--- config.mk ---
export PLATFORM = sky130hd
export DESIGN_NAME = nonce_search_ctrl
export DESIGN_NICKNAME = d
export VERILOG_FILES = /design/src/rtl/nonce_search_ctrl.sv
export SDC_FILE = /design/constraint.sdc
export NUM_CORES = 1
export LEC_CHECK = 0
export CAP_MARGIN = 20
export CORE_ASPECT_RATIO = 1.2
export CORE_UTILIZATION = 30
export DETAILED_ROUTE_END_ITERATION = 10
export PLACE_DENSITY = 0.63
export SYNTH_ARGS = -nofsm -noshare
export SYNTH_HDL_FRONTEND = slang
export SYNTH_SLANG_ARGS = --single-unit
--- constraint.sdc ---
create_clock -name clk -period 10.45 [get_ports clk]
set_clock_uncertainty 0.1 [all_clocks]
set_input_delay 1.045 -clock clk [delete_from_list [all_inputs] [get_ports clk]]
set_output_delay 1.045 -clock clk [all_outputs]
set_load 0.005 [all_outputs]
--- src/rtl/nonce_search_ctrl.sv ---
`timescale 1ns/1ps
`default_nettype none
// ============================================================================
// Module   : nonce_search_ctrl
// Brief    : Drives the hash core across a nonce range, tracks the best digest
//            and hands one result record per job to the transmit path.
//            Optional core watchdog enabled by defining CORE_TIMEOUT_EN.
// Revision : 1.0 - initial release
// ============================================================================
module nonce_search_ctrl #(
  parameter int NONCE_W        = 32,
  parameter int DIGEST_W       = 256,
  parameter int CMP_W          = 32,
  parameter int COUNT_W        = 32,
  parameter int TIMEOUT_CYCLES = 1024
) (
  input  logic                clk,
  input  logic                rst_i,
  input  logic                job_valid_i,
  output logic                job_ready_o,
  input  logic [NONCE_W-1:0]  job_nonce_i,
  input  logic [CMP_W-1:0]    job_target_i,
  input  logic                second_tick_i,
  output logic                core_start_o,
  output logic [NONCE_W-1:0]  core_nonce_o,
  input  logic                core_done_i,
  input  logic [DIGEST_W-1:0] core_digest_i,
  output logic                res_valid_o,
  input  logic                res_ready_i,
  output logic                res_found_o,
  output logic [NONCE_W-1:0]  res_nonce_o,
  output logic [CMP_W-1:0]    res_digest_hi_o,
  output logic [COUNT_W-1:0]  res_count_o,
  output logic                res_error_o
);

  typedef enum logic [1:0] {
    S_IDLE   = 2'd0,
    S_ISSUE  = 2'd1,
    S_WAIT   = 2'd2,
    S_REPORT = 2'd3
  } state_t;

  state_t               r_state, w_next_state;
  logic [CMP_W-1:0]     r_target, r_best, w_hi, w_best_hi;
  logic [NONCE_W-1:0]   r_start_nonce, r_nonce, r_best_nonce, w_best_nonce, w_nonce_inc;
  logic [COUNT_W-1:0]   r_count, w_count_inc;
  logic                 r_stop, r_res_found;
  logic [NONCE_W-1:0]   r_res_nonce;
  logic [CMP_W-1:0]     r_res_hi;
  logic [COUNT_W-1:0]   r_res_count;
  logic                 w_hit, w_better, w_terminal, w_timeout;

  assign w_hi         = core_digest_i[DIGEST_W-1 -: CMP_W];
  assign w_hit        = w_hi < r_target;
  assign w_better     = w_hi < r_best;
  assign w_best_hi    = w_better ? w_hi : r_best;
  assign w_best_nonce = w_better ? r_nonce : r_best_nonce;
  assign w_count_inc  = (&r_count) ? r_count : r_count + 1'b1;
  assign w_nonce_inc  = r_nonce + 1'b1;
  // Wrapping back onto the start nonce means the whole space has been tried.
  assign w_terminal   = w_hit | r_stop | second_tick_i | (w_nonce_inc == r_start_nonce);

  generate
    if (DIGEST_W > CMP_W) begin : g_digest_lsb
      logic w_unused_digest_lsb;
      assign w_unused_digest_lsb = ^core_digest_i[DIGEST_W-CMP_W-1:0];
    end
  endgenerate

`ifdef CORE_TIMEOUT_EN
  localparam int c_wd_w = $clog2(TIMEOUT_CYCLES + 1);

  logic [c_wd_w-1:0] r_wd;
  logic              r_res_error;

  always_ff @(posedge clk or posedge rst_i) begin
    if (rst_i)                  r_wd <= '0;
    else if (r_state == S_ISSUE) r_wd <= '0;
    else if (r_state == S_WAIT)  r_wd <= r_wd + 1'b1;
  end

  assign w_timeout = (r_state == S_WAIT) & ~core_done_i &
                     (r_wd == c_wd_w'(TIMEOUT_CYCLES - 1));

  always_ff @(posedge clk or posedge rst_i) begin
    if (rst_i)                                    r_res_error <= 1'b0;
    else if (w_timeout)                           r_res_error <= 1'b1;
    else if ((r_state == S_REPORT) && res_ready_i) r_res_error <= 1'b0;
  end

  assign res_error_o = r_res_error;
`else
  localparam int c_timeout_unused = TIMEOUT_CYCLES;

  assign w_timeout   = 1'b0;
  assign res_error_o = 1'b0;
`endif

  always_ff @(posedge clk or posedge rst_i) begin
    if (rst_i) r_state <= S_IDLE;
    else       r_state <= w_next_state;
  end

  always_comb begin
    w_next_state = r_state;
    case (r_state)
      S_IDLE:   if (job_valid_i) w_next_state = S_ISSUE;
      S_ISSUE:  w_next_state = S_WAIT;
      S_WAIT: begin
        if (core_done_i)    w_next_state = w_terminal ? S_REPORT : S_ISSUE;
        else if (w_timeout) w_next_state = S_REPORT;
      end
      S_REPORT: if (res_ready_i) w_next_state = S_IDLE;
      default:  w_next_state = S_IDLE;
    endcase
  end

  always_ff @(posedge clk or posedge rst_i) begin
    if (rst_i) begin
      r_target      <= '0;
      r_start_nonce <= '0;
      r_nonce       <= '0;
      r_count       <= '0;
      r_best        <= '1;
      r_best_nonce  <= '0;
      r_stop        <= 1'b0;
      r_res_found   <= 1'b0;
      r_res_nonce   <= '0;
      r_res_hi      <= '0;
      r_res_count   <= '0;
    end else begin
      case (r_state)
        S_IDLE: begin
          if (job_valid_i) begin
            r_target      <= job_target_i;
            r_start_nonce <= job_nonce_i;
            r_nonce       <= job_nonce_i;
            r_count       <= '0;
            r_best        <= '1;
            r_best_nonce  <= job_nonce_i;
            r_stop        <= 1'b0;
          end
        end
        S_ISSUE: begin
          if (second_tick_i) r_stop <= 1'b1;
        end
        S_WAIT: begin
          if (second_tick_i) r_stop <= 1'b1;
          if (core_done_i) begin
            r_count      <= w_count_inc;
            r_best       <= w_best_hi;
            r_best_nonce <= w_best_nonce;
            if (!w_terminal) begin
              r_nonce <= w_nonce_inc;
            end else begin
              // A target hit reports the hitting nonce, otherwise the best one.
              r_res_found <= w_hit;
              r_res_nonce <= w_hit ? r_nonce : w_best_nonce;
              r_res_hi    <= w_hit ? w_hi : w_best_hi;
              r_res_count <= w_count_inc;
            end
          end else if (w_timeout) begin
            r_res_found <= 1'b0;
            r_res_nonce <= r_best_nonce;
            r_res_hi    <= r_best;
            r_res_count <= r_count;
          end
        end
        S_REPORT: begin
          if (res_ready_i) begin
            r_res_found <= 1'b0;
            r_res_nonce <= '0;
            r_res_hi    <= '0;
            r_res_count <= '0;
          end
        end
        default: ;
      endcase
    end
  end

  assign job_ready_o     = (r_state == S_IDLE);
  assign core_start_o    = (r_state == S_ISSUE);
  assign core_nonce_o    = r_nonce;
  assign res_valid_o     = (r_state == S_REPORT);
  assign res_found_o     = r_res_found;
  assign res_nonce_o     = r_res_nonce;
  assign res_digest_hi_o = r_res_hi;
  assign res_count_o     = r_res_count;

endmodule
`default_nettype wire

* Word-level counts from Yosys, hierarchy flattened *
Cells that the tools add are included.

storage, ports and cells
  input bits = 326
  register bits = 292
  word-level logic and storage cells = 80

operators by class
  $lt $le $gt $ge = 2
  multiplexer cells = 39
  add/sub/neg operators = 2
  equal/unequal tests = 10
  reductions and logical operators = 12
  bitwise operators = 3

operators by type and width
  operator               number
  $mux 32                20
  $pmux 32 s2            7
  $add 32x1->32 const B  2
  $lt 32x32->1           2
  $eq 32x32->1           1
  $reduce_and 32->1      1
  $reduce_and 3->1       3
  $mux 2                 4
  $ne 2x2->1 const B     4
  $pmux 2 s4             1
  $reduce_and 4->1       2
  $reduce_bool 2->1      3
  $mux 1                 5
  $eq 2x2->1 const B     2
  $ne 2x1->1 const B     2
  $pmux 1 s2             2
  $or 1x1->1             3
  $eq 2x1->1 const B     1
  $logic_not 2->1        1
  $reduce_and 2->1       1
  $reduce_or 2->1        1

* Longest topological paths before layout *
Gate-level depths: netlist (run 1).

  depth in word-level cells = 7
  depth in mapped cells = 14

* Worst setup path before layout (run 1) *
Ideal clock, no wire load.

  path type = input to register
  start = input core_digest_i[233]
  end = register r_res_hi[26], in the netlist res_digest_hi_o[26]
  arrival = 3740 ps
  buffers on the path = 2
  stages on the path = 12
  setup time = 119 ps
  path slack = 6490 ps
  cell sequence = ha_1 -> a21o_1 -> a21o_1 -> a21o_1 -> a2111oi_0 -> o31ai_1 -> a41oi_1 -> or2_2 -> buf_2 -> clkbuf_1 -> mux2i_1 -> o2bb2ai_2

between the ends
  cells in the longest elaborated chain, start to end = 6
  elaborated cells between the ends (all ways) = 12
  classes of those cells = order compare (2); eq/ne (1); mux (5); bitwise (3); reduce/logical (1)

RTL lines
  item                                                       RTL line  source
  from (decl)                                                27        input logic [DIGEST_W-1:0] core_digest_i,
  $lt 32x32->1 (on tied branches)                            55, 56
  $or 1x1->1 or $mux 32 (tied branches)                      62, 57
  $or 1x1->1 or $mux 32 (tied branches)                      62, 160
  $or 1x1->1 or $mux 32 (tied branches)                      62, 154
  $ne 2x2->1 (no line) or $mux 32 (tied branches)            -
  $reduce_and 4->1 (no line) or $pmux 32 s2 (tied branches)  -
  to (signal assigned)                                       160       r_res_hi <= w_hit ? w_hi : w_best_hi;
  to (signal assigned)                                       166       r_res_hi <= r_best;
  to (decl)                                                  50        logic [CMP_W-1:0] r_res_hi;

Parallel ways exist; a longest one is shown, timed or not. The select of a mux whose other input is x is not followed.
A chain may end at the register's enable or synchronous reset.

* Worst setup path in the final report (run 1) *
  start = input core_digest_i[233]
  end = register r_res_nonce[27], in the netlist res_nonce_o[27]

between the ends
  cells in the longest elaborated chain, start to end = 6
  elaborated cells between the ends (all ways) = 12
  classes of those cells = order compare (2); eq/ne (1); mux (5); bitwise (3); reduce/logical (1)

RTL lines
  item                                                       RTL line  source
  $lt 32x32->1 (on tied branches)                            55, 56
  $or 1x1->1 or $mux 32 (tied branches)                      62, 58
  $or 1x1->1 or $mux 32 (tied branches)                      62, 159
  $or 1x1->1 or $mux 32 (tied branches)                      62, 154
  $ne 2x2->1 (no line) or $mux 32 (tied branches)            -
  $reduce_and 4->1 (no line) or $pmux 32 s2 (tied branches)  -
  to (signal assigned)                                       159       r_res_nonce <= w_hit ? r_nonce : w_best_nonce;
  to (signal assigned)                                       165       r_res_nonce <= r_best_nonce;
  to (decl)                                                  49        logic [NONCE_W-1:0] r_res_nonce;

Parallel ways exist; a longest one is shown, timed or not. The select of a mux whose other input is x is not followed.

==> results summary, run 1 <==
The area of the mapped netlist came out at 0.0166 mm2. At the pin with the least slew margin, the transition time is 1.12 ns. For the worst setup path, the data required time is 10.74 ns. The worst-case IR drop observed on VDD is 0.141 mV. The critical path crosses 13 cells after its start point.

The global route total overflow came out at 0. The global-route wire length before repair came out at 79.1 mm. The reg2reg setup slack came out at 5.30 ns. Multiplexer cells account for 8.67% of the synthesized area. The cell at the root of the clock tree is sky130_fd_sc_hd__clkbuf_16. The worst setup path is launched from an input port. Counting every net in the synthesized netlist gives 2008. The final cell area excluding filler cells is 0.0207 mm2. The data arrival time of the worst path is 5.77 ns. The compound-cell area share of the yosys netlist came out at 20.7%. The half-perimeter wire length after detailed placement came out at 33.6 mm. The die is 217 um wide. In this run the critical register-to-register path is captured at res_digest_hi_o[10]. The count of final hold-check violations is 0. The total inserted antenna cells is 0. After synthesis, the largest family of logic cells by area is compound AO/OA/AOI/OAI gates. In the synthesized netlist the dominant register cell turns out to be sky130_fd_sc_hd__dfrtp_1. The number of global-route vias before repair is 13700. The worst register-to-register path begins at core_nonce_o[0]. Summing over every cut layer, the via total after detailed routing is 13700. The largest buffer count on any clock path came out at 3. The clock net in this run drives a total of 292 sinks. The proportion of synthesized chip area in sequential cells is 44.2%. The pin count of the biggest net entering global routing is 100. In this design, the critical path's most frequently occurring cell is sky130_fd_sc_hd__a21o_1.

The area enclosed by the die boundary is 0.0564 mm2. The post-CTS repair timing setup buffer count is 0. The portion of the clock cycle consumed by the worst path in the final layout is 52.4%. The adder-cell share of the synthesized area came out at 5.12%. The peak fanout along the critical path is 52. The area of the core came out at 0.0548 mm2. Cells fill 37.8% of the core in the end. During synthesis, Yosys emitted a total of 0 warnings.

The number of instances resized during post-cts repair came out at 0. The path class of the tightest hold or removal check is flop to flop. The number of instances in the synthesized netlist is 1614. The proportion of power drawn by combinational gates is 45.7%. The detailed-route DRC error count came out at 0. The worst register-to-register path has a depth of 11. The critical path ends at res_nonce_o[27]. Averaged over all synthesized cells, the footprint is 10.3 um2. The share of async-settable or async-resettable flops after synthesis came out at 100%. The max-slew violation total from the final report is 0. The flow ran to the end, and the final reports show no timing, DRC or antenna violations.

The sequential power share is 33.5%. The leakage power is 9.04 nW. The net switching component of the power came out at 2.45 mW.

The number of buffers and inverters on the critical path is 3. The worst setup path is captured at a flop. For this design, the slowest cell found on the critical path is sky130_fd_sc_hd__a2111oi_0. The number of buffers inserted during clock tree synthesis came out at 35. The type of the worst setup path is input port to flop. The initial standard-cell utilization of the core came out at 30.3%. The die height came out at 260 um. The number of setup violations in the final report is 0. The routability congestion estimate is 0.857. Counting distinct cell types in the post-synthesis netlist gives 84. The number of buffers inserted for hold repair after clock tree synthesis is 0. The final net count is 2164. The overall fraction of global-route tracks in use came out at 17.8%.

Tracing the worst setup path back leads to its startpoint at core_digest_i[233]. TritonCTS built the clock tree. The H-tree depth is 2. The count of cells in the finished layout, fillers not included, comes to 2514. The post-layout minimum cycle time came out at 5.48 ns.

Static timing analysis puts the maximum clock frequency at 182 MHz. In this run, the number of DRC markers left after iteration 0 of detailed routing was 863. The fill cell instance count of the final layout came out at 5442.

The number of antenna-violating nets in the routed design came out at 0. Among cell families on the critical path, the largest total delay comes from compound AO/OA/AOI/OAI gates. In this run the cell area measured after placement is 0.0195 mm2. At the later pin of the worst-skew pair, clock insertion delay measures 0.54 ns.

Setup repair after global routing left no endpoint under its margin. The initial antenna violation count is 5. Traced cell by cell, the critical path runs through clkdlybuf4s50_1, ha_1, a21o_1, a21o_1, a21o_1, a2111oi_0, o31ai_1, a41oi_1, buf_4, or2_4, buf_4, mux2i_1, o2bb2ai_1.

After detailed routing, the number of vias per cell comes to 5.43. Of the cells placed in the final design, the portion with a size suffix greater than 1 is 13.1%. For this design the ratio of total power to cell area is 293 mW/mm2. The wire length after detailed routing is 50.5 mm. The tool flagged a number of max-cap violations equal to 0.

In this run switching power makes up 40.4% of total power. The largest single stage delay on the critical path is 0.84 ns. The internal power consumption came out at 3.61 mW. The footprint of the multi-input gates came out at 0.00845 mm2. The boundary pin count is 459.

The storage element area is 0.00735 mm2. The average detailed-routed wire length per instance came out at 20.1 um. The number of iterations in the first detailed-routing pass is 5. In this run the tightest slew margin relative to its limit is 25.4%. After Yosys synthesis, XOR and XNOR cells account for 3.74% of the synthesized area. The clock network accounts for 20.9% of the total power.

The setup TNS after final layout came out at 0 ns. In this run, placement finished with an instance count of 2452. The clock-pin slew on the worst setup and hold paths came out at 0.06 ns. The number of flops mapped to enable cells by yosys is 0.

The count of input and output buffers is 233. After synthesis the netlist holds a flip-flop and latch count of 292. The number of rows created at floorplan is 94. Summing the areas of all and, or, nand and nor instances in the mapped netlist gives 12.3% of the synthesized area. Compared with the post-synthesis result, the final layout area differs by 24.6%.
cell usage after synthesis (9+ instances only):
library cell / number / area share, %
sky130_fd_sc_hd__nor3_1: 19 / 0.57
sky130_fd_sc_hd__o31ai_1: 26 / 1.2
sky130_fd_sc_hd__mux2_2: 64 / 4.3
sky130_fd_sc_hd__dfstp_2: 32 / 5.1
sky130_fd_sc_hd__nor4_1: 24 / 0.90
sky130_fd_sc_hd__clkbuf_1: 97 / 2.2
sky130_fd_sc_hd__a211oi_1: 12 / 0.54
sky130_fd_sc_hd__o21ai_0: 41 / 1.2
sky130_fd_sc_hd__nor2_1: 70 / 1.6
sky130_fd_sc_hd__dfrtp_1: 260 / 39
sky130_fd_sc_hd__nand2_1: 110 / 2.5
sky130_fd_sc_hd__a21oi_1: 60 / 1.8
sky130_fd_sc_hd__nand4_1: 32 / 1.2
sky130_fd_sc_hd__inv_1: 74 / 1.7
sky130_fd_sc_hd__nand3_1: 44 / 1.3
sky130_fd_sc_hd__a211o_1: 14 / 0.74
sky130_fd_sc_hd__ha_1: 68 / 5.1
sky130_fd_sc_hd__a31oi_1: 19 / 0.72
sky130_fd_sc_hd__a21o_1: 30 / 1.4
sky130_fd_sc_hd__and4_1: 11 / 0.58
sky130_fd_sc_hd__o22a_1: 27 / 1.4
sky130_fd_sc_hd__o2bb2ai_2: 30 / 2.7
sky130_fd_sc_hd__o211ai_1: 9 / 0.41
sky130_fd_sc_hd__xor2_1: 38 / 2.0
sky130_fd_sc_hd__xnor2_1: 33 / 1.7
sky130_fd_sc_hd__o2bb2ai_1: 68 / 3.6
sky130_fd_sc_hd__and3_1: 37 / 1.4
sky130_fd_sc_hd__mux2i_1: 72 / 4.3
sky130_fd_sc_hd__o22ai_1: 40 / 1.5
sky130_fd_sc_hd__buf_2: 19 / 0.57
state kept, by name (all words and copies together), names as in the netlist:
| signal | flops |
|---|---|
| res_count_o | 32 |
| r_count | 32 |
| r_start_nonce | 32 |
| r_best | 32 |
| r_best_nonce | 32 |
| r_state | 2 |
| r_stop | 1 |
| core_nonce_o | 32 |
| res_nonce_o | 32 |
| res_digest_hi_o | 32 |
| res_found_o | 1 |
| r_target | 32 |
power groups by stage:
stage	logic (mW)	registers (mW)	clock network, mW
after global placement	2.70	2.02	0
after global routing	3.05	2.09	1.34
after floorplan	1.95	1.83	0
final	2.77	2.03	1.26
after detailed placement	2.77	2.03	0
after CTS	2.79	2.02	1.30
cell usage in the layout (no fill, tap or decap), types with 32 or more instances in the layout:
cell / count
sky130_fd_sc_hd__mux2_2: 64
sky130_fd_sc_hd__ha_1: 67
sky130_fd_sc_hd__mux2i_1: 72
sky130_fd_sc_hd__clkdlybuf4s50_1: 233
sky130_fd_sc_hd__xnor2_1: 33
sky130_fd_sc_hd__nand3_1: 44
sky130_fd_sc_hd__dfrtp_1: 260
sky130_fd_sc_hd__xor2_1: 38
sky130_fd_sc_hd__o22ai_1: 40
sky130_fd_sc_hd__inv_1: 73
sky130_fd_sc_hd__o2bb2ai_1: 68
sky130_fd_sc_hd__nand4_1: 32
sky130_fd_sc_hd__o21ai_0: 40
sky130_fd_sc_hd__dfstp_2: 32
sky130_fd_sc_hd__a21oi_1: 60
sky130_fd_sc_hd__nor2_1: 69
sky130_fd_sc_hd__clkbuf_16: 37
sky130_fd_sc_hd__and3_1: 37
sky130_fd_sc_hd__nand2_1: 109
worst register-to-register path, cell delays in order, from the launching register on:
cell and delay, ns:
sky130_fd_sc_hd__dfrtp_1 0.54, sky130_fd_sc_hd__ha_1 0.31, sky130_fd_sc_hd__and3_1 0.35, sky130_fd_sc_hd__nand2_1 0.22, sky130_fd_sc_hd__or4_1 0.58, sky130_fd_sc_hd__a211oi_1 0.41
sky130_fd_sc_hd__nand4b_1 0.27, sky130_fd_sc_hd__a2111oi_4 0.43, sky130_fd_sc_hd__nand2_2 0.14, sky130_fd_sc_hd__a2111o_2 0.82, sky130_fd_sc_hd__buf_4 0.49, sky130_fd_sc_hd__o2bb2ai_1 0.41
metrics by stage:
| stage | power [mW] | hold slack, ns | setup WS [ns] |
|---|---|---|---|
| CTS | 6.11 | 0.391 | 4.92 |
| floorplan | 3.78 | 0.379 | 1.30 |
| finish | 6.06 | 0.382 | 4.97 |
| detailed placement | 4.81 | 0.374 | 4.35 |
| global placement | 4.72 | 0.369 | 4.36 |
| global route | 6.47 | 0.398 | 4.81 |
final cells by class:
class,instances,share of cell area [%]
clock inverters,10,0.556
flip-flops and latches,292,35.5
multi-input cells,1112,40.8
inverters,75,1.40
repair buffers,254,12.2
well taps,720,4.35
clock buffers,51,5.21
how the worst min path moves through the flow:
stage | start | to | slack, ns | depth (start not counted)
2_1_floorplan | res_count_o[0] | res_count_o[0] | 0.38 | 1
4_1_cts | res_count_o[23] | res_count_o[23] | 0.39 | 1
3_3_place_gp | res_count_o[6] | res_count_o[6] | 0.37 | 1
5_1_grt | res_count_o[23] | res_count_o[23] | 0.40 | 1
6_report | res_count_o[23] | res_count_o[23] | 0.38 | 1
3_5_place_dp | res_digest_hi_o[1] | res_digest_hi_o[1] | 0.37 | 1
metal layers:
| metal | track usage, % | part of all wire [%] |
|---|---|---|
| met4 | 5.30 | 1.9 |
| met5 | 0 | 0.13 |
| met1 | 23.2 | 44 |
| met2 | 28.9 | 46 |
| met3 | 4.43 | 7.7 |
logic make-up after synthesis:
kind of cell / after synthesis
flip-flops: 292
AND/OR/NAND/NOR: 398
multiplexers: 136
XOR/XNOR: 71
buffers and inverters: 210
adder cells (fa/ha/maj): 68
AO/OA/AOI/OAI: 438
other: 1
(Power assumes the default switching activity.)
==> inputs of run 2 (changes only) <==
--- a/config.mk
+++ b/config.mk
@@ -9,7 +9,7 @@
 export CORE_ASPECT_RATIO = 1.2
 export CORE_UTILIZATION = 30
 export DETAILED_ROUTE_END_ITERATION = 10
-export PLACE_DENSITY = 0.63
+export PLACE_DENSITY = 0.65
 export SYNTH_ARGS = -nofsm -noshare
 export SYNTH_HDL_FRONTEND = slang
 export SYNTH_SLANG_ARGS = --single-unit
==> constraint.sdc (replaced) <==
create_clock -name clk -period 4.6 [get_ports clk]
set_clock_uncertainty 0.1 [all_clocks]
set_input_delay 0.46 -clock clk [delete_from_list [all_inputs] [get_ports clk]]
set_output_delay 0.46 -clock clk [all_outputs]
set_load 0.005 [all_outputs]
==> results summary, run 2 (synthesis gave the netlist of run 1 again) <==
The average detailed-routed wire length per instance is 20.1 um (about the same). The number of vias after detailed routing is 13800 (was 13700). The number of global-route vias before repair was 14000 (was 13700). The H-tree depth came out at 2 (unchanged). The most frequent standard cell in the layout excluding fill and tap cells was sky130_fd_sc_hd__dfrtp_1 (unchanged).

The count of maximum capacitance violations is 0 (unchanged). The transition at the pin with the smallest max-transition slack is 1.03 ns (was 1.12 ns). The largest buffer count on any clock path is 3 (unchanged). The count of input and output buffers is 233 (unchanged). The number of antenna-violating nets in the routed design came out at 0 (unchanged). The peak ir drop on the vdd network is 0.415 mV (was 0.141 mV). The pin count of the biggest net entering global routing is 167 (was 100). The violation count after the first detailed-routing iteration is 962 (was 863). The peak fanout along the critical path is 47 (was 52). The average vias per placed instance is 5.45 (was 5.43). The clock tree from TritonCTS is done (unchanged).

The kind of start point of the critical path is a flop (was input port). The max-slew violation total from the final report came out at 0 (unchanged). The area of the core came out at 0.0548 mm2 (unchanged). The storage element area came out at 0.00735 mm2 (unchanged). The worst slack on hold paths came to 0.354 ns (was 0.382 ns).

The clock-pin slew on the worst setup and hold paths came out at 0.06 ns (about the same). The fill cell instance count of the final layout came out at 5407 (was 5442). The initial antenna violation count came out at 8 (was 5).

The portion of the clock cycle consumed by the worst path in the final layout came out at 95.5%. The type of the worst setup path is flop to flop (was input port to flop). The instance count after placement with tap cells included came out at 2481 (was 2452). The global-route wire length before repair came out at 79.6 mm (was 79.1 mm). The number of setup violations in the final report is 0 (unchanged). The area enclosed by the die boundary came out at 0.0564 mm2 (unchanged). The initial standard-cell utilization of the core is 30.3% (unchanged). The post-CTS repair timing setup buffer count was 0 (unchanged). Unrepaired setup endpoints after global routing: false (unchanged).

The footprint of the multi-input gates came out at 0.00846 mm2 (was 0.00845 mm2). Highest-count cells in the layout ignoring fill and taps: sky130_fd_sc_hd__dfrtp_1 (260), sky130_fd_sc_hd__clkdlybuf4s50_1 (233), sky130_fd_sc_hd__nand2_1 (109) (unchanged). The global route total overflow came out at 0 (unchanged).

The category of the worst setup path capture point is a flop (unchanged). The number of iterations in the first detailed-routing pass came out at 5 (unchanged). The maximum clock frequency came out at 228 MHz.

The clock latency on the worst-skew pair is 0.54 ns (about the same). The number of buffers inserted during clock tree synthesis is 35 (unchanged). The count of final hold-check violations is 0 (unchanged). Worst path cell trace: ha_1, and3_1, nand2_1, or4_1, a211oi_1, nand4b_1, a2111oi_4, nand2_2, a2111o_2, buf_12, o2bb2ai_1 (was clkdlybuf4s50_1, ha_1, a21o_1, a21o_1, a21o_1, a2111oi_0, o31ai_1, a41oi_1, buf_4, or2_4, buf_4, mux2i_1, o2bb2ai_1).

The layout overhead on the synthesized area was 26.4% (was 24.6%). The cell at the root of the clock tree is sky130_fd_sc_hd__clkbuf_16 (unchanged). The worst relative slew slack is 31.6% (was 25.4%). The class of the worst hold path is input port to asynchronous set/reset pin (was flop to flop). The slowest cell on the critical path is sky130_fd_sc_hd__a2111o_2 (was sky130_fd_sc_hd__a2111oi_0). The leakage power is 9.20 nW (was 9.04 nW). Result of the run: finished, final reports clean (unchanged). The half-perimeter wire length after detailed placement came out at 35.4 mm (was 33.6 mm). The fraction of final layout cells sized beyond drive strength 1 came out at 14.0% (was 13.1%). The setup TNS after final layout came out at 0 ns (unchanged). The final net count came out at 2192 (was 2164).

The detailed-route DRC error count was 0 (unchanged). The number of standard cells in the layout, taps in and fillers out is 2539 (was 2514). The data arrival time of the worst path is 4.75 ns (was 5.77 ns).

The number of sinks on the clock net is 292 (unchanged). The horizontal extent of the die is 217 um (unchanged). The boundary pin count is 459 (unchanged). The worst path required time is 4.96 ns (was 10.74 ns). The total power per unit cell area was 666 mW/mm2 (was 293 mW/mm2).

The wire length after detailed routing is 51.1 mm (was 50.5 mm). The number of rows created at floorplan is 94 (unchanged). The overall fraction of global-route tracks in use came out at 17.9% (was 17.8%). The die height is 260 um (unchanged). The clock period could shrink to 4.39 ns. The biggest cell delay along the critical path is 0.61 ns (was 0.84 ns). The routability congestion estimate came to 0.889 (was 0.857).
run 2: cell types whose count changed in the layout (fill, tap and decap cells not counted), sizes merged:
cell / before / now
clkinvlp: 3 / 2
buf: 21 / 49
inv: 75 / 74
clkbuf: 51 / 52
clkinv: 5 / 2
diode: 0 / 1
run 2: final cells by class:
class,count,area share (%)
well taps,720,4.29
repair buffers,282,13.8
inverters,75,1.36
flip-flops and latches,292,35.0
diodes,1,0.0119
clock buffers,52,4.91
multi-input cells,1112,40.3
clock inverters,5,0.387
run 2: timing repair:
action | CTS | global route
endpoints found under the setup margin | 0 | 1
gates resized for setup | 0 | 1
hold buffers | 0 | 0
run 2: metrics by stage:
stage | utilization [%] | setup slack (ns) | instance area (um2) | total power, mW
after floorplan | - | 0.191 | 16600 | 8.59
after global placement | 36.3 | 0.375 | 19900 | 11.0
after detailed placement | 36.3 | 0.292 | 19900 | 11.3
after CTS | 38.3 | 0.250 | 21000 | 14.1
after global routing | 38.3 | 0.0717 | 21000 | 14.9
final | 38.3 | 0.209 | 21000 | 14.0
run 2: final timing paths:
kind | from | to | slack [ns] | cells past startpoint
max in group asynchronous | rst_i | res_nonce_o[9] | 3.13 | 3
min in group clk | res_count_o[19] | res_count_o[19] | 0.38 | 1
max | core_nonce_o[1] | res_count_o[7] | 0.21 | 11
max reg2reg | core_nonce_o[1] | res_count_o[7] | 0.21 | 11
min reg2reg | res_count_o[19] | res_count_o[19] | 0.38 | 1
min | rst_i | res_count_o[4] | 0.35 | 3
run 2: report_power, final:
part / total (mW) / switching (mW) / internal [mW]
Clock: 2.77 / 1.11 / 1.66
Sequential: 4.49 / 0.887 / 3.60
Combinational: 6.74 / 3.62 / 3.12
run 2: critical path: cells and delay by family (launching register included):
family                   cells  cell delay, ns
AND/OR/NAND/NOR              5            1.50
buffers and inverters        1            0.22
flip-flops                   1            0.54
AO/OA/AOI/OAI                4            1.59
adder cells (fa/ha/maj)      1            0.31
run 2: metal layers:
metal	track usage, %	routed length, um	up-vias
met3	5.25	4290	100
met2	28.5	23100	485
met4	5.93	1330	14
met5	0	80	-
met1	23.2	22300	6870
li1	-	-	6370
==> inputs of run 3 (changes only) <==
--- a/config.mk
+++ b/config.mk
@@ -8,6 +8,7 @@
 export CAP_MARGIN = 20
 export CORE_ASPECT_RATIO = 1.2
 export CORE_UTILIZATION = 30
+export CTS_CLUSTER_DIAMETER = 30
 export DETAILED_ROUTE_END_ITERATION = 10
 export PLACE_DENSITY = 0.65
 export SYNTH_ARGS = -nofsm -noshare
==> results summary, run 3 (synthesis gave the netlist of run 1 again) <==
The maximum clock frequency came out at 229 MHz (was 228 MHz). The instance count after placement with tap cells included was 2481 (unchanged). The total power of the final layout came out at 16.8 mW (was 14.0 mW). The wire length after detailed routing is 52.0 mm (was 51.1 mm).

The peak ir drop on the vdd network came to 0.431 mV (was 0.415 mV). The total power per unit cell area came out at 745 mW/mm2 (was 666 mW/mm2). The type of the worst setup path is flop to flop (unchanged).

The count of input and output buffers is 233 (unchanged). The violation count after the first detailed-routing iteration came out at 953 (was 962). The layout overhead on the synthesized area came out at 35.6% (was 26.4%). The number of buffers inserted during clock tree synthesis came to 73 (was 35). The leakage power is 9.92 nW (was 9.20 nW). The worst path required time came out at 5.00 ns (was 4.96 ns).

The fraction of final layout cells sized beyond drive strength 1 came out at 17.7% (was 14.0%). The number of rows created at floorplan was 94 (unchanged). The H-tree depth was 3 (was 2). The post-CTS repair timing setup buffer count came to 0 (unchanged). Result of the run: finished, final reports clean (unchanged). The storage element area is 0.00735 mm2 (unchanged). The routability congestion estimate was 0.889 (unchanged). Unrepaired setup endpoints after global routing: false (unchanged). The number of iterations in the first detailed-routing pass came out at 5 (unchanged). The number of global-route vias before repair is 14600 (was 14000). The global-route wire length before repair was 81.5 mm (was 79.6 mm).

The number of buffers inserted for hold repair after clock tree synthesis came out at 0 (unchanged). The fill cell instance count of the final layout came to 5271 (was 5407). The initial standard-cell utilization of the core was 30.3% (unchanged). Highest-count cells in the layout ignoring fill and taps: sky130_fd_sc_hd__dfrtp_1 (260), sky130_fd_sc_hd__clkdlybuf4s50_1 (233), sky130_fd_sc_hd__nand2_1 (109) (unchanged). The overall fraction of global-route tracks in use is 18.4% (was 17.9%). The number of antenna-violating nets in the routed design is 0 (unchanged). The kind of start point of the critical path was a flop (unchanged). The area of the core is 0.0548 mm2 (unchanged). The count of final hold-check violations came to 0 (unchanged).

The cell at the root of the clock tree is sky130_fd_sc_hd__clkbuf_16 (unchanged). The horizontal extent of the die is 217 um (unchanged). The number of standard cells in the layout, taps in and fillers out is 2616 (was 2539).

The number of sinks on the clock net is 292 (unchanged). The count of maximum capacitance violations came out at 0 (unchanged). The total inserted antenna cells came out at 0 (was 1). The portion of the clock cycle consumed by the worst path in the final layout came to 95.0% (was 95.5%). The initial antenna violation count is 7 (was 8). The boundary pin count is 459 (unchanged). The most frequent standard cell in the layout excluding fill and tap cells is sky130_fd_sc_hd__dfrtp_1 (unchanged). The worst slack on hold paths is 0.267 ns (was 0.354 ns). The number of vias after detailed routing came out at 14200 (was 13800). The category of the worst setup path capture point was a flop (unchanged). The max-slew violation total from the final report is 0 (unchanged). The half-perimeter wire length after detailed placement is 35.4 mm (unchanged). The post-layout minimum cycle time is 4.37 ns (was 4.39 ns). The average detailed-routed wire length per instance is 19.9 um (was 20.1 um).

The worst relative slew slack is 31.2% (was 31.6%). The clock latency on the worst-skew pair is 0.61 ns (was 0.54 ns). The die height came out at 260 um (unchanged). The pin count of the biggest net entering global routing is 167 (unchanged).

The peak fanout along the critical path came to 47 (unchanged). The transition at the pin with the smallest max-transition slack is 1.03 ns (about the same). The detailed-route DRC error count came out at 0 (unchanged). The setup TNS after final layout came out at 0 ns (unchanged).

The clock tree from TritonCTS is done (unchanged). The number of setup violations in the final report is 0 (unchanged). The largest buffer count on any clock path came out at 3 (unchanged). The average vias per placed instance was 5.41 (was 5.45). The area enclosed by the die boundary came out at 0.0564 mm2 (unchanged).

The class of the worst hold path is input port to asynchronous set/reset pin (unchanged). The number of instances resized during post-cts repair is 0 (unchanged). The footprint of the multi-input gates was 0.00845 mm2 (was 0.00846 mm2). The final net count is 2230 (was 2192). The clock-pin slew on the worst setup and hold paths is 0.05 ns (was 0.06 ns). The global route total overflow is 0 (unchanged). The data arrival time of the worst path came out at 4.77 ns (was 4.75 ns).
## run 3: cell types whose count changed in the layout (fill, tap and decap cells not counted), sizes merged
| cell | change |
|---|---|
| inv | +5 |
| clkinvlp | +10 |
| clkbuf | +31 |
| bufinv | +12 |
| clkinv | +20 |
| diode | -1 |
## run 3: final timing paths
| path | from | to | slack [ns] | cells past startpoint |
|---|---|---|---|---|
| max | core_nonce_o[1] | res_count_o[14] | 0.23 | 11 |
| min | rst_i | res_count_o[4] | 0.27 | 3 |
| min in group clk | job_target_i[16] | r_target[16] | 0.36 | 2 |
| max reg2reg | core_nonce_o[1] | res_count_o[14] | 0.23 | 11 |
| min reg2reg | res_count_o[24] | res_count_o[24] | 0.38 | 1 |
| max in group asynchronous | rst_i | r_best_nonce[11] | 3.18 | 3 |
## run 3: per-stage QoR
step                      setup WS, ns  utilization [%]  area, um2
after floorplan                  0.191                -      16600
after global placement           0.375             36.3      19900
after detailed placement         0.292             36.3      19900
after CTS                        0.258             41.1      22500
after global routing            0.0220             41.1      22500
final                            0.229             41.1      22500
## run 3: report_power, final
group	leakage, nW	switching, mW	internal (mW)
Clock	1.27	1.71	3.82
Combinational	5.04	3.64	3.12
Sequential	3.62	0.888	3.61
Total	9.92	6.24	10.5
## run 3: final cells by class
cell class              count  share of cell area [%]
clock buffers              83                    8.55
clock inverters            52                    3.23
inverters                  75                    1.27
multi-input cells        1112                    37.5
flip-flops and latches    292                    32.6
well taps                 720                    4.00
repair buffers            282                    12.9
## run 3: critical path, cell delays in order, from the launching register on
cell and delay, ns:
sky130_fd_sc_hd__dfrtp_1 0.52, sky130_fd_sc_hd__ha_1 0.31, sky130_fd_sc_hd__and3_1 0.34, sky130_fd_sc_hd__nand2_1 0.21
sky130_fd_sc_hd__or4_1 0.56, sky130_fd_sc_hd__a211oi_1 0.36, sky130_fd_sc_hd__nand4b_1 0.23, sky130_fd_sc_hd__a2111oi_4 0.42
sky130_fd_sc_hd__nand2_2 0.16, sky130_fd_sc_hd__a2111o_2 0.60, sky130_fd_sc_hd__buf_12 0.21, sky130_fd_sc_hd__o2bb2ai_1 0.19
## run 3: metal layers
metal  vias up  GRT usage (%)  wire length (um)
met5         -              0                87
met4        14           7.34              1300
met3       110           5.59              4240
met2       530           28.8             23500
met1      7024           23.5             22900
li1       6478              -                 -
